<file path="config.mk">
export PLATFORM = sky130hd
export DESIGN_NAME = perf_engine_sched
export DESIGN_NICKNAME = d
export VERILOG_FILES = /design/src/rtl/perf_engine_sched.sv
export SDC_FILE = /design/constraint.sdc
export NUM_CORES = 1
export LEC_CHECK = 0
export CAP_MARGIN = 30
export CORE_UTILIZATION = 38
export DETAILED_ROUTE_END_ITERATION = 6
export DONT_BUFFER_PORTS = 1
export GPL_TIMING_DRIVEN = 1
export PLACE_DENSITY_LB_ADDON = 0.3
export SYNTH_ARGS = -nofsm -noshare
export SYNTH_HDL_FRONTEND = slang
export SYNTH_SLANG_ARGS = --single-unit
export TNS_END_PERCENT = 1
</file>
<file path="constraint.sdc">
create_clock -name clk -period 5 [get_ports clk]
set_input_delay 1 -clock clk [delete_from_list [all_inputs] [get_ports clk]]
set_output_delay 1 -clock clk [all_outputs]
set_load 0.01 [all_outputs]
</file>
<file path="src/rtl/perf_engine_sched.sv">
`default_nettype none
// ============================================================================
//  Module      : perf_engine_sched
//  Description : Iteration scheduler for the perf-test action. Launches the
//                read and/or write engine once per iteration, waits for every
//                enabled engine to report completion, repeats for the
//                programmed iteration count, counts total run cycles and
//                enforces a per-iteration timeout. Reports done / error status.
//  Revision    : 1.0 - initial release
// ----------------------------------------------------------------------------
//  Ports
//    clk, resetn          clock; asynchronous active-low reset
//    cfg_start            one-cycle start pulse (honoured only when idle)
//    cfg_abort            abort request (level)
//    cfg_rd_en/cfg_wr_en  engine participation enables
//    cfg_iter             iterations to run
//    cfg_timeout          per-iteration timeout in cycles (0 = disabled)
//    rd/wr_engine_start   one-cycle launch pulses to the engines
//    rd_done/wr_done      engine iteration-complete pulses
//    data_error           engine data error (level or pulse)
//    busy                 high whenever not idle
//    sched_done           one-cycle completion pulse
//    err_code             00 ok, 01 data error, 10 timeout, 11 abort
//    iter_cnt             completed iterations
//    cycle_cnt            total run cycles (saturating)
//  Optional (macro PERF_SCHED_LATENCY_EN)
//    lat_min / lat_max    min / max WAIT-cycle count per completed iteration
// ============================================================================
module perf_engine_sched #(
    parameter int CNT_W = 32,
    parameter int CYC_W = 64
) (
    input  logic             clk,
    input  logic             resetn,
    input  logic             cfg_start,
    input  logic             cfg_abort,
    input  logic             cfg_rd_en,
    input  logic             cfg_wr_en,
    input  logic [CNT_W-1:0] cfg_iter,
    input  logic [CNT_W-1:0] cfg_timeout,
    output logic             rd_engine_start,
    output logic             wr_engine_start,
    input  logic             rd_done,
    input  logic             wr_done,
    input  logic             data_error,
    output logic             busy,
    output logic             sched_done,
    output logic [1:0]       err_code,
    output logic [CNT_W-1:0] iter_cnt,
`ifdef PERF_SCHED_LATENCY_EN
    output logic [CNT_W-1:0] lat_min,
    output logic [CNT_W-1:0] lat_max,
`endif
    output logic [CYC_W-1:0] cycle_cnt
);

    typedef enum logic [5:0] {
        S_IDLE   = 6'b000001,
        S_LAUNCH = 6'b000010,
        S_WAIT   = 6'b000100,
        S_CHECK  = 6'b001000,
        S_FINISH = 6'b010000,
        S_ERROR  = 6'b100000
    } state_t;

    localparam logic [1:0] C_ERR_DATA  = 2'b01;
    localparam logic [1:0] C_ERR_TMO   = 2'b10;
    localparam logic [1:0] C_ERR_ABORT = 2'b11;

    state_t             state_q, state_d;
    logic               rd_en_q, rd_en_d;
    logic               wr_en_q, wr_en_d;
    logic [CNT_W-1:0]   iter_tgt_q, iter_tgt_d;
    logic [CNT_W-1:0]   tmo_tgt_q, tmo_tgt_d;
    logic [CNT_W-1:0]   iter_cnt_q, iter_cnt_d;
    logic [CYC_W-1:0]   cycle_cnt_q, cycle_cnt_d;
    logic [1:0]         err_q, err_d;
    logic               rd_seen_q, rd_seen_d;
    logic               wr_seen_q, wr_seen_d;
    logic [CNT_W-1:0]   wait_cnt_q, wait_cnt_d;
`ifdef PERF_SCHED_LATENCY_EN
    logic [CNT_W-1:0]   lat_min_q, lat_min_d;
    logic [CNT_W-1:0]   lat_max_q, lat_max_d;
`endif

    logic               w_rd_ok;
    logic               w_wr_ok;
    logic               w_hard_err;
    logic [1:0]         w_hard_code;
    logic [CNT_W-1:0]   w_wait_inc;
    logic [CNT_W-1:0]   w_iter_inc;
    logic               w_timeout;
    logic               w_counting;

    // A disabled engine is always complete; an incoming pulse counts in the
    // same cycle it arrives, before it reaches the sticky latch.
    assign w_rd_ok     = ~rd_en_q | rd_seen_q | rd_done;
    assign w_wr_ok     = ~wr_en_q | wr_seen_q | wr_done;
    assign w_hard_err  = cfg_abort | data_error;
    assign w_hard_code = cfg_abort ? C_ERR_ABORT : C_ERR_DATA;
    assign w_wait_inc  = wait_cnt_q + CNT_W'(1);
    assign w_iter_inc  = iter_cnt_q + CNT_W'(1);
    assign w_timeout   = (tmo_tgt_q != '0) && (w_wait_inc == tmo_tgt_q);
    assign w_counting  = (state_q == S_LAUNCH) || (state_q == S_WAIT) ||
                         (state_q == S_CHECK);

    always_comb begin
        state_d     = state_q;
        rd_en_d     = rd_en_q;
        wr_en_d     = wr_en_q;
        iter_tgt_d  = iter_tgt_q;
        tmo_tgt_d   = tmo_tgt_q;
        iter_cnt_d  = iter_cnt_q;
        cycle_cnt_d = cycle_cnt_q;
        err_d       = err_q;
        rd_seen_d   = rd_seen_q;
        wr_seen_d   = wr_seen_q;
        wait_cnt_d  = wait_cnt_q;
`ifdef PERF_SCHED_LATENCY_EN
        lat_min_d   = lat_min_q;
        lat_max_d   = lat_max_q;
`endif

        // Saturating run-cycle counter.
        if (w_counting && !(&cycle_cnt_q)) begin
            cycle_cnt_d = cycle_cnt_q + CYC_W'(1);
        end

        case (state_q)
            S_IDLE: begin
                if (cfg_start) begin
                    rd_en_d     = cfg_rd_en;
                    wr_en_d     = cfg_wr_en;
                    iter_tgt_d  = cfg_iter;
                    tmo_tgt_d   = cfg_timeout;
                    iter_cnt_d  = '0;
                    cycle_cnt_d = '0;
                    err_d       = '0;
`ifdef PERF_SCHED_LATENCY_EN
                    lat_min_d   = '1;
                    lat_max_d   = '0;
`endif
                    if ((cfg_iter == '0) || !(cfg_rd_en || cfg_wr_en)) begin
                        state_d = S_FINISH;
                    end else begin
                        state_d = S_LAUNCH;
                    end
                end
            end
            S_LAUNCH: begin
                rd_seen_d  = 1'b0;
                wr_seen_d  = 1'b0;
                wait_cnt_d = '0;
                if (w_hard_err) begin
                    state_d = S_ERROR;
                    err_d   = w_hard_code;
                end else begin
                    state_d = S_WAIT;
                end
            end
            S_WAIT: begin
                wait_cnt_d = w_wait_inc;
                rd_seen_d  = rd_seen_q | (rd_en_q & rd_done);
                wr_seen_d  = wr_seen_q | (wr_en_q & wr_done);
                // Every error source outranks a same-cycle completion.
                if (w_hard_err) begin
                    state_d = S_ERROR;
                    err_d   = w_hard_code;
                end else if (w_timeout) begin
                    state_d = S_ERROR;
                    err_d   = C_ERR_TMO;
                end else if (w_rd_ok && w_wr_ok) begin
                    state_d = S_CHECK;
                end
            end
            S_CHECK: begin
                if (w_hard_err) begin
                    state_d = S_ERROR;
                    err_d   = w_hard_code;
                end else begin
                    iter_cnt_d = w_iter_inc;
`ifdef PERF_SCHED_LATENCY_EN
                    // wait_cnt_q holds the WAIT length of the iteration just completed.
                    if (wait_cnt_q < lat_min_q) lat_min_d = wait_cnt_q;
                    if (wait_cnt_q > lat_max_q) lat_max_d = wait_cnt_q;
`endif
                    state_d = (w_iter_inc == iter_tgt_q) ? S_FINISH : S_LAUNCH;
                end
            end
            S_FINISH: state_d = S_IDLE;
            S_ERROR:  state_d = S_IDLE;
            default:  state_d = S_IDLE;
        endcase
    end

    always_ff @(posedge clk or negedge resetn) begin
        if (!resetn) begin
            state_q     <= S_IDLE;
            rd_en_q     <= 1'b0;
            wr_en_q     <= 1'b0;
            iter_tgt_q  <= '0;
            tmo_tgt_q   <= '0;
            iter_cnt_q  <= '0;
            cycle_cnt_q <= '0;
            err_q       <= '0;
            rd_seen_q   <= 1'b0;
            wr_seen_q   <= 1'b0;
            wait_cnt_q  <= '0;
`ifdef PERF_SCHED_LATENCY_EN
            lat_min_q   <= '0;
            lat_max_q   <= '0;
`endif
        end else begin
            state_q     <= state_d;
            rd_en_q     <= rd_en_d;
            wr_en_q     <= wr_en_d;
            iter_tgt_q  <= iter_tgt_d;
            tmo_tgt_q   <= tmo_tgt_d;
            iter_cnt_q  <= iter_cnt_d;
            cycle_cnt_q <= cycle_cnt_d;
            err_q       <= err_d;
            rd_seen_q   <= rd_seen_d;
            wr_seen_q   <= wr_seen_d;
            wait_cnt_q  <= wait_cnt_d;
`ifdef PERF_SCHED_LATENCY_EN
            lat_min_q   <= lat_min_d;
            lat_max_q   <= lat_max_d;
`endif
        end
    end

    // Moore outputs: decoded directly from registered state.
    assign busy            = (state_q != S_IDLE);
    assign sched_done      = (state_q == S_FINISH) || (state_q == S_ERROR);
    assign rd_engine_start = (state_q == S_LAUNCH) && rd_en_q;
    assign wr_engine_start = (state_q == S_LAUNCH) && wr_en_q;
    assign err_code        = err_q;
    assign iter_cnt        = iter_cnt_q;
    assign cycle_cnt       = cycle_cnt_q;
`ifdef PERF_SCHED_LATENCY_EN
    assign lat_min         = lat_min_q;
    assign lat_max         = lat_max_q;
`endif

endmodule
`default_nettype wire

</file>
==> results.py, run 1 <==
metrics = {
    "die": {
        "die_area_um2": 31100,
        "num_rows": 63,
        "initial_core_util": 0.388,
        "core-area_um2": 29700,
        "die_w_um": 176,
        "fp.dieH_um": 176,
        "ios": 175,
    },
    "global_route": {
        "grt.overflow.total": 0,
        "grtUsageTotal": 0.207,
        "grt_pass1_wl_mm": 51.5,
        "grt_max_degree": 205,
        "antenna_found_initial": 0,
        "grt_pass1_vias": 9433,
    },
    "drt": {
        "drc": 0,
        "wl_per_cell_um": 18.4,
        "drt_iter0_markers": 710,
        "wl_mm": 32.1,
        "drtPass1Iterations": 6,
        "vias": 9808,
        "avgViaCountPerCell": 5.63,
        "ant_nets": 0,
    },
    "timing": {
        "finalSetupViolCount": 0,
        "rsz0062_at_grt": "false",
        "skew_ns": 0.0177,
        "finalHoldViolCount": 0,
        "tightestPinTransition_ns": 1.00,
        "slew_viol_final": 0,
        "holdWs_ns": 0.165,
        "post-route-min-period_ns": 3.64,
        "layout_worst_path_cycle_share": 0.728,
        "relSlewSlack": 0.316,
        "fmax_mhz": 275,
        "setup_tns_ns": 0,
    },
    "cells_and_area": {
        "drive_gt1_frac": 0.0555,
        "nets": 1408,
        "fin_util": 0.431,
        "syn_to_final_growth_pct": 10.9,
        "diodes": 0,
        "stdcell_area_um2": 12800,
    },
    "placement": {
        "dp_hpwl_mm": 22.4,
        "io_buffers": 0,
        "placed_cell_area_um2": 11900,
        "finalWeightedCongestion": 0.898,
    },
    "clocking": {
        "clock_path_buffers": 3,
        "clkSinkCount": 204,
        "htreeDepth": 1,
        "root_buffer": "clkbuf_16",
        "post-cts-setup-buffers": 0,
        "cts_buffers": 25,
        "cts_tree": "yes",
        "cts.clk_slew.worst_paths_ns": 0.06,
        "cts_resized": 0,
        "hold_buffers": 0,
        "clock_latency_ns": 0.54,
    },
    "synthesis": {
        "ys_warn_count": 0,
        "syn-cell-area_um2": 11500,
        "syn_avg_cell_area_um2": 8.45,
        "synth-edff-count": 0,
        "ys_seq_elements": 204,
        "async_flop_share": 1.00,
        "synth_nets": 1441,
        "seq_area_frac_synth": 0.443,
        "synth_flop_cell": "dfrtp_1",
        "ys_types": 68,
        "syn_inst": 1365,
    },
    "power": {
        "p_switching_mw": 1.89,
        "p_seq_frac": 0.409,
        "p_per_area_nw_per_um2": 439,
        "p_leak_nw": 5.46,
        "p_clk_frac": 0.359,
        "p_sw_frac": 0.337,
        "p_int_mw": 3.72,
        "p_total_mw": 5.61,
        "ir_drop_mv": 0.293,
        "power_frac_comb": 0.232,
    },
    "worst_setup_path": {
        "r2r-start": "wait_cnt_q[4]",
        "cpMaxStageDelayCell": "or4_1",
        "path_max_fanout": 13,
        "cp.required_ns": 5.47,
        "cp_cell_sequence": "nand3_2, or4_1, or3_1, a32oi_1, nand3_1, nor4_1, nand3_1, nand3_1, o221a_2",
        "crit_arrival_ns": 4.11,
        "crit_path_end_kind": "register",
        "cp_slowest_stage_delay_ns": 0.67,
        "crit_path_start": "wait_cnt_q[4]",
        "critPathMostFrequentCell": "nand3_1",
        "worstSetupPathType": "reg -> reg",
        "reg2reg_depth": 9,
        "critPathLaunchType": "register",
    },
    "run_status": {
        "status": "complete, no violations",
    },
    "min_path": {
        "hold_class": "in -> async",
    },
    "flow_run": {
        "cap_violations": 0,
    },
}
cell usage in the layout, fill, tap and decap left out, drive strengths merged, types with 4 or more instances in the layout:
| cell type | netlist | routed |
|---|---|---|
| dfrtp | 203 | 203 |
| and3 | 26 | 26 |
| or3 | 6 | 6 |
| o31ai | 30 | 30 |
| a21o | 4 | 4 |
| inv | 12 | 14 |
| o22ai | 7 | 7 |
| a22o | 5 | 5 |
| a211o | 5 | 5 |
| a31oi | 14 | 14 |
| nor3 | 26 | 26 |
| nand4 | 44 | 44 |
| bufinv | 0 | 5 |
| nor2b | 6 | 6 |
| clkbuf | 57 | 30 |
| a21oi | 27 | 27 |
| o21ai | 91 | 91 |
| nand2b | 6 | 6 |
| nor2 | 138 | 138 |
| nand2 | 289 | 289 |
| xnor2 | 79 | 79 |
| and4 | 13 | 13 |
| nor3b | 4 | 4 |
| xor2 | 77 | 77 |
| buf | 12 | 9 |
| o211ai | 4 | 4 |
| nand3 | 73 | 73 |
| clkinv | 0 | 6 |
| o41ai | 5 | 5 |
| nor4 | 40 | 40 |
| and2 | 18 | 18 |
| a211oi | 5 | 5 |
| or4 | 5 | 5 |
area by class of cell:
cell class / count / area (um2)
Tap cell: 390 / 488
Fill cell: 2933 / 16900
Clock inverter: 16 / 234
Timing Repair Buffer: 9 / 105
Sequential cell: 204 / 5110
Clock buffer: 30 / 694
Inverter: 12 / 45.0
Multi-Input combinational cell: 1080 / 6120
Yosys cell counts, types with 5 or more instances:
library cell	count	share of area
xor2_1	77	0.058
or3_1	6	0.0033
clkbuf_1	57	0.019
and4_1	13	0.0099
a21oi_1	27	0.012
o41ai_1	5	0.0038
nand2b_1	6	0.0033
nor2b_1	6	0.0033
o31ai_1	30	0.020
and3_1	26	0.014
a22o_1	5	0.0038
buf_2	9	0.0039
nand4_1	43	0.023
nor3_1	25	0.011
inv_1	12	0.0039
nand3_1	71	0.031
o22ai_1	7	0.0038
nor4_1	37	0.020
and2_1	16	0.0087
a211o_1	5	0.0038
xnor2_1	79	0.060
a31oi_1	13	0.0070
o21ai_0	91	0.039
nor2_1	138	0.045
dfrtp_1	203	0.44
nand2_1	288	0.094
worst max-delay path: cells and delay by family (launching register included):
kind             cells  cell delay, ns
AO/OA/AOI/OAI        2            0.47
flip-flops           1            0.58
AND/OR/NAND/NOR      7            2.52
metrics by stage:
stage,cells,setup slack [ns]
after CTS,1741,1.41
final,1741,1.36
after detailed placement,1695,1.46
after global placement,1692,1.45
after global routing,1741,1.09
after floorplan,1365,2.03
power groups by stage:
stage,combinational [mW],sequential [mW],clock [mW]
CTS,1.31,2.30,2.07
global placement,1.28,2.32,0
floorplan,1.03,2.18,0
finish,1.30,2.30,2.01
detailed placement,1.30,2.32,0
global route,1.49,2.34,2.13
state kept, by name, summed over array words and instances, names as in the netlist:
signal      cells
wr_seen_q       1
err_code        2
cycle_cnt      64
wr_en_q         1
iter_cnt       32
rd_en_q         1
wait_cnt_q     32
rd_seen_q       1
state_q         6
iter_tgt_q     32
tmo_tgt_q      32
worst paths after layout:
kind	end	slack (ns)
setup / recovery	state_q[4]	1.36
hold / removal	cycle_cnt[6]	0.17
setup reg to reg	state_q[4]	1.36
hold reg to reg	wr_seen_q	0.50
max in group asynchronous	iter_tgt_q[25]	4.48
min in group clk	wr_seen_q	0.50
cells by family (layout without fill, tap and decap cells):
family,Yosys count,after routing,synth area share
AO/OA/AOI/OAI,218,218,0.119
XOR/XNOR,156,156,0.118
adder cells (fa/ha/maj),3,3,0.00325
buffers and inverters,81,67,0.0280
flip-flops,204,204,0.443
multiplexers,2,2,0.00184
AND/OR/NAND/NOR,701,701,0.287
routing by layer:
layer | up-vias | part of all wire | track usage
met4 | 0 | 0.029 | 0.0623
met5 | - | 0 | 0
met2 | 318 | 0.43 | 0.308
li1 | 4709 | - | -
met1 | 4730 | 0.45 | 0.285
met3 | 51 | 0.095 | 0.0655
Note: power is estimated with default switching activity, not from simulation.
==> inputs of run 2 (changes only) <==
==> constraint.sdc (replaced) <==
create_clock -name clk -period 3.4 [get_ports clk]
set_input_delay 0.68 -clock clk [delete_from_list [all_inputs] [get_ports clk]]
set_output_delay 0.68 -clock clk [all_outputs]
set_load 0.01 [all_outputs]
==> run 2 against run 1 <==
  * The run now ends with negative hold slack left
  * Critical path depth is the same
  * Highest routed layer unchanged
  * Non-clock buffer count rose by 44
  * Die area did not move
  * Critical path type unchanged
  * Clock skew is 0.0097 ns lower
  * Global-route usage grew 0.35 points
  * Worst hold slack lost 0.31 ns
  * Combinational power is 49% higher
==> results.py, run 2 (synthesized netlist as in run 1, its figures left out) <==
metrics = {
    "cells_and_area": {
        "drive_gt1_frac": 0.0869,
        "fin_util": 0.442,
        "fillers": 2926,
        "final_common_cell": "nand2_1",
        "nets": 1452,
        "largest_register_ff_count": 64,
        "diodes": 0,
        "layout_common_cells": "nand2_1 (287), dfrtp_1 (200), nor2_1 (137)",
        "syn_to_final_growth_pct": 13.8,
    },
    "die": {
        "ios": 175,
        "initial_core_util": 0.388,
        "core-area_um2": 29700,
        "num_rows": 63,
        "die_w_um": 176,
        "die_area_um2": 31100,
        "fp.dieH_um": 176,
    },
    "placement": {
        "finalWeightedCongestion": 0.913,
        "io_buffers": 0,
        "dp_hpwl_mm": 22.9,
    },
    "drt": {
        "drt_iter0_markers": 713,
        "drtPass1Iterations": 5,
        "wl_per_cell_um": 18.2,
        "ant_nets": 0,
        "avgViaCountPerCell": 5.54,
        "drc": 0,
        "vias": 9881,
        "wl_mm": 32.5,
    },
    "min_path": {
        "hold_class": "in -> async",
    },
    "power": {
        "p_leak_nw": 5.69,
        "ir_drop_mv": 0.340,
        "p_per_area_nw_per_um2": 629,
        "p_total_mw": 8.26,
    },
    "timing": {
        "relSlewSlack": 0.558,
        "skew_ns": 0.00798,
        "finalSetupViolCount": 0,
        "finalHoldViolCount": 203,
        "fmax_mhz": 315,
        "post-route-min-period_ns": 3.18,
        "slew_viol_final": 0,
        "holdWs_ns": -0.143,
        "rsz0062_at_grt": "true",
        "tightestPinTransition_ns": 0.660,
        "layout_worst_path_cycle_share": 0.934,
    },
    "global_route": {
        "grtUsageTotal": 0.210,
        "grt_pass1_wl_mm": 52.3,
        "grt_max_degree": 205,
        "grt.overflow.total": 0,
        "antenna_found_initial": 0,
        "grt_pass1_vias": 9541,
    },
    "run_status": {
        "status": "finished, violations left",
        "violations": "negative hold slack",
    },
    "clocking": {
        "clkSinkCount": 204,
        "root_buffer": "clkbuf_16",
        "post-cts-setup-buffers": 0,
        "cts_buffers": 25,
        "clock_latency_ns": 0.53,
        "cts_tree": "yes",
        "htreeDepth": 1,
        "cts.clk_slew.worst_paths_ns": 0.06,
        "clock_path_buffers": 3,
    },
    "flow_run": {
        "cap_violations": 0,
    },
    "worst_setup_path": {
        "crit_path_end_kind": "register",
        "critPathMostFrequentCell": "o22ai_1",
        "cp_slowest_stage_delay_ns": 0.66,
        "cpMaxStageDelayCell": "or4_1",
        "crit_path_start": "iter_cnt[7]",
        "cp.required_ns": 3.82,
        "critPathLaunchType": "register",
        "path_max_fanout": 10,
        "crit_arrival_ns": 3.59,
        "cp_cell_sequence": "nand2_2, or4_4, or4_1, a211o_1, a21boi_1, o22ai_1, nor4_4, o22ai_1, o221a_2",
        "worstSetupPathType": "reg -> reg",
        "r2r-start": "iter_cnt[7]",
    },
}
## run 2: cell count changes in the layout (fill, tap and decap cells not counted), sizes merged
cell / delta
clkinv: -2
clkbuf: +3
inv: -1
buf: +44
clkinvlp: -3
bufinv: +1
## run 2: routing by layer
metal | wire [um] | track usage
met3 | 2850 | 0.0599
met4 | 770 | 0.0576
met1 | 14800 | 0.292
met5 | 0 | 0
met2 | 14100 | 0.319
## run 2: layout make-up
| cell class | count | area [um2] | area share |
|---|---|---|---|
| inverter | 12 | 45.0 | 0.00343 |
| multi-input combinational | 1080 | 6170 | 0.470 |
| tap | 390 | 488 | 0.0372 |
| timing repair buffer | 53 | 423 | 0.0322 |
| sequential | 204 | 5110 | 0.389 |
| clock buffer | 33 | 686 | 0.0522 |
| clock inverter | 11 | 213 | 0.0162 |
## run 2: repair_timing
item                       4_1_cts  5_1_grt
hold endpoints to repair       203      203
setup endpoints to repair        0        9
resized for setup                0       13
## run 2: worst max-delay path: cells and delay by family, from the launching register on
kind             cells  cell delay, ns
AO/OA/AOI/OAI        5            0.90
flip-flops           1            0.38
AND/OR/NAND/NOR      4            1.78
## run 2: worst paths after layout
kind                                  end  cells after the start  slack (ns)
max                            state_q[1]                      9        0.22
min                          cycle_cnt[6]                      0       -0.14
max reg2reg                    state_q[1]                      9        0.22
min reg2reg                iter_tgt_q[12]                      2        0.49
max in group asynchronous  wait_cnt_q[10]                      0        3.19
min in group clk            iter_tgt_q[6]                      2        0.25
## run 2: power breakdown
group	total, mW	internal (mW)	switching [mW]
Combinational	1.94	0.784	1.16
Clock	2.93	1.87	1.06
Sequential	3.39	2.86	0.531
Total	8.26	5.51	2.75
## run 2: metrics by stage
stage	TNS [ns]	hold WS [ns]	instances	instance area, um2	setup slack (ns)
after floorplan	0	0.384	1365	11500	0.427
after global placement	0	0.392	1739	12200	0.161
after detailed placement	0	0.399	1739	12200	0.0953
after CTS	0	-0.164	1783	13100	0.0686
after global routing	-0.00229	-0.161	1783	13100	-0.00229
final	0	-0.143	1783	13100	0.224
==> inputs of run 3 (changes only) <==
==> constraint.sdc (replaced) <==
create_clock -name clk -period 3.29 [get_ports clk]
set_input_delay 0.658 -clock clk [delete_from_list [all_inputs] [get_ports clk]]
set_output_delay 0.658 -clock clk [all_outputs]
set_load 0.01 [all_outputs]
==> run 3 against run 2 <==
  * Sequential share of layout area fell by 0.072 points
  * Via count rose by 0.39%
  * Core utilization rose by 0.093 points
  * Combinational power rose by 4%
  * The flow still finishes with violations (negative hold slack)
  * Sequential power rose by 3%
  * Clock power fell by 4%
  * Clock-buffer cell count rose by 9
  * First-iteration DRC count fell by 9.3%
  * Highest routed layer unchanged
==> results.py, run 3 (synthesized netlist as in run 1, its figures left out) <==
metrics = {
    "drt": {
        "vias": 9920,
        "ant_nets": 0,
        "wl_per_cell_um": 18.2,
        "drc": 0,
        "drt_iter0_markers": 647,
        "wl_mm": 32.6,
        "avgViaCountPerCell": 5.53,
        "drtPass1Iterations": 5,
    },
    "cells_and_area": {
        "ff_latch_area_um2": 5110,
        "largest_register_ff_count": 64,
        "layout_common_cells": "nand2_1 (287), dfrtp_1 (199), nor2_1 (136)",
        "stdcell_area_um2": 13200,
        "diodes": 0,
        "fillers": 2899,
        "multi_input_area_um2": 6190,
        "syn_to_final_growth_pct": 14.0,
        "final_common_cell": "nand2_1",
        "fin_util": 0.443,
        "drive_gt1_frac": 0.0954,
        "nets": 1461,
    },
    "worst_setup_path": {
        "regToRegSetupSlack_ns": 0.18,
        "path_max_fanout": 6,
        "crit_path_end_kind": "register",
        "worstSetupPathType": "reg -> reg",
        "critPathLaunchType": "register",
        "cp.required_ns": 3.70,
        "crit_arrival_ns": 3.52,
    },
    "global_route": {
        "grtUsageTotal": 0.212,
        "grt_pass1_wl_mm": 52.4,
        "grt_max_degree": 205,
        "antenna_found_initial": 0,
        "grt.overflow.total": 0,
        "grt_pass1_vias": 9602,
    },
    "timing": {
        "finalHoldViolCount": 156,
        "skew_ns": 0.0156,
        "holdWs_ns": -0.170,
        "post-route-min-period_ns": 3.11,
        "fmax_mhz": 322,
        "tightestPinTransition_ns": 0.824,
        "finalSetupViolCount": 0,
        "setup_slack_ns": 0.181,
        "layout_worst_path_cycle_share": 0.945,
        "rsz0062_at_grt": "false",
        "relSlewSlack": 0.450,
        "slew_viol_final": 0,
    },
    "run_status": {
        "status": "finished, violations left",
        "violations": "negative hold slack",
    },
    "clocking": {
        "htreeDepth": 1,
        "clock_path_buffers": 3,
        "post-cts-setup-buffers": 0,
        "cts_tree": "yes",
        "cts_buffers": 26,
        "clkSinkCount": 204,
        "clock_latency_ns": 0.53,
        "cts.clk_slew.worst_paths_ns": 0.06,
        "root_buffer": "clkbuf_16",
    },
    "placement": {
        "finalWeightedCongestion": 0.926,
        "io_buffers": 0,
        "placed_cell_area_um2": 12200,
        "place_ws_ns": -0.0685,
        "dp_hpwl_mm": 23.0,
    },
    "power": {
        "p_sw_frac": 0.341,
        "p_leak_nw": 5.72,
        "ir_drop_mv": 0.363,
        "p_seq_frac": 0.419,
        "p_per_area_nw_per_um2": 633,
        "p_switching_mw": 2.84,
        "p_clk_frac": 0.339,
        "p_int_mw": 5.49,
        "power_frac_comb": 0.241,
    },
    "die": {
        "initial_core_util": 0.388,
        "die_w_um": 176,
        "fp.dieH_um": 176,
        "ios": 175,
        "core-area_um2": 29700,
        "die_area_um2": 31100,
        "num_rows": 63,
    },
    "flow_run": {
        "cap_violations": 0,
    },
    "min_path": {
        "hold_class": "in -> async",
    },
}
## run 3: cell type report
type	instances	share of cell area
Clock buffer	42	0.0609
Clock inverter	5	0.00380
Inverter	12	0.00342
Multi-Input combinational cell	1080	0.471
Sequential cell	204	0.388
Tap cell	390	0.0371
Timing Repair Buffer	61	0.0358
## run 3: what timing repair did
action / CTS / global route
resized for setup: 1 / 19
hold endpoints to repair: 204 / 203
setup endpoints to repair: 4 / 6
pin swaps: 0 / 1
## run 3: final timing paths
kind                       cells after the start          start             to
max in group asynchronous                      0         resetn  wait_cnt_q[9]
max                                            9    iter_cnt[9]     state_q[1]
max reg2reg                                    9    iter_cnt[9]     state_q[1]
min in group clk                               2    cfg_iter[6]  iter_tgt_q[6]
min                                            0         resetn   cycle_cnt[6]
min reg2reg                                    2  iter_tgt_q[1]  iter_tgt_q[1]
## run 3: per-layer routing
layer / vias to the layer above / track usage / routed length (um)
li1: 4809 / - / -
met1: 4758 / 0.291 / 14600
met2: 301 / 0.314 / 14100
met3: 52 / 0.0689 / 2970
met4: 0 / 0.0630 / 868
met5: - / 0 / 0
## run 3: stage by stage
stage | power [mW] | instances | setup TNS (ns)
6_report | 8.33 | 1794 | 0
3_3_place_gp | 5.48 | 1747 | 0
2_1_floorplan | 4.89 | 1365 | 0
5_1_grt | 8.82 | 1794 | 0
3_5_place_dp | 5.52 | 1747 | -0.190
4_1_cts | 8.40 | 1794 | 0
## run 3: power by group through the flow
| stage | sequential (mW) | clock, mW | combinational (mW) |
|---|---|---|---|
| after global routing | 3.56 | 3.00 | 2.27 |
| after floorplan | 3.32 | 0 | 1.57 |
| after CTS | 3.49 | 2.90 | 2.01 |
| final | 3.49 | 2.82 | 2.01 |
| after detailed placement | 3.52 | 0 | 1.99 |
| after global placement | 3.52 | 0 | 1.96 |
## run 3: worst max-delay path, cell delays in order, from the launching register on
cell	delay (ns)
dfrtp_1	0.44
nand4_2	0.21
or4_4	0.61
or4_4	0.57
a211o_1	0.24
a21boi_1	0.16
o22ai_1	0.13
nor4_4	0.32
o22ai_1	0.14
o221a_2	0.15
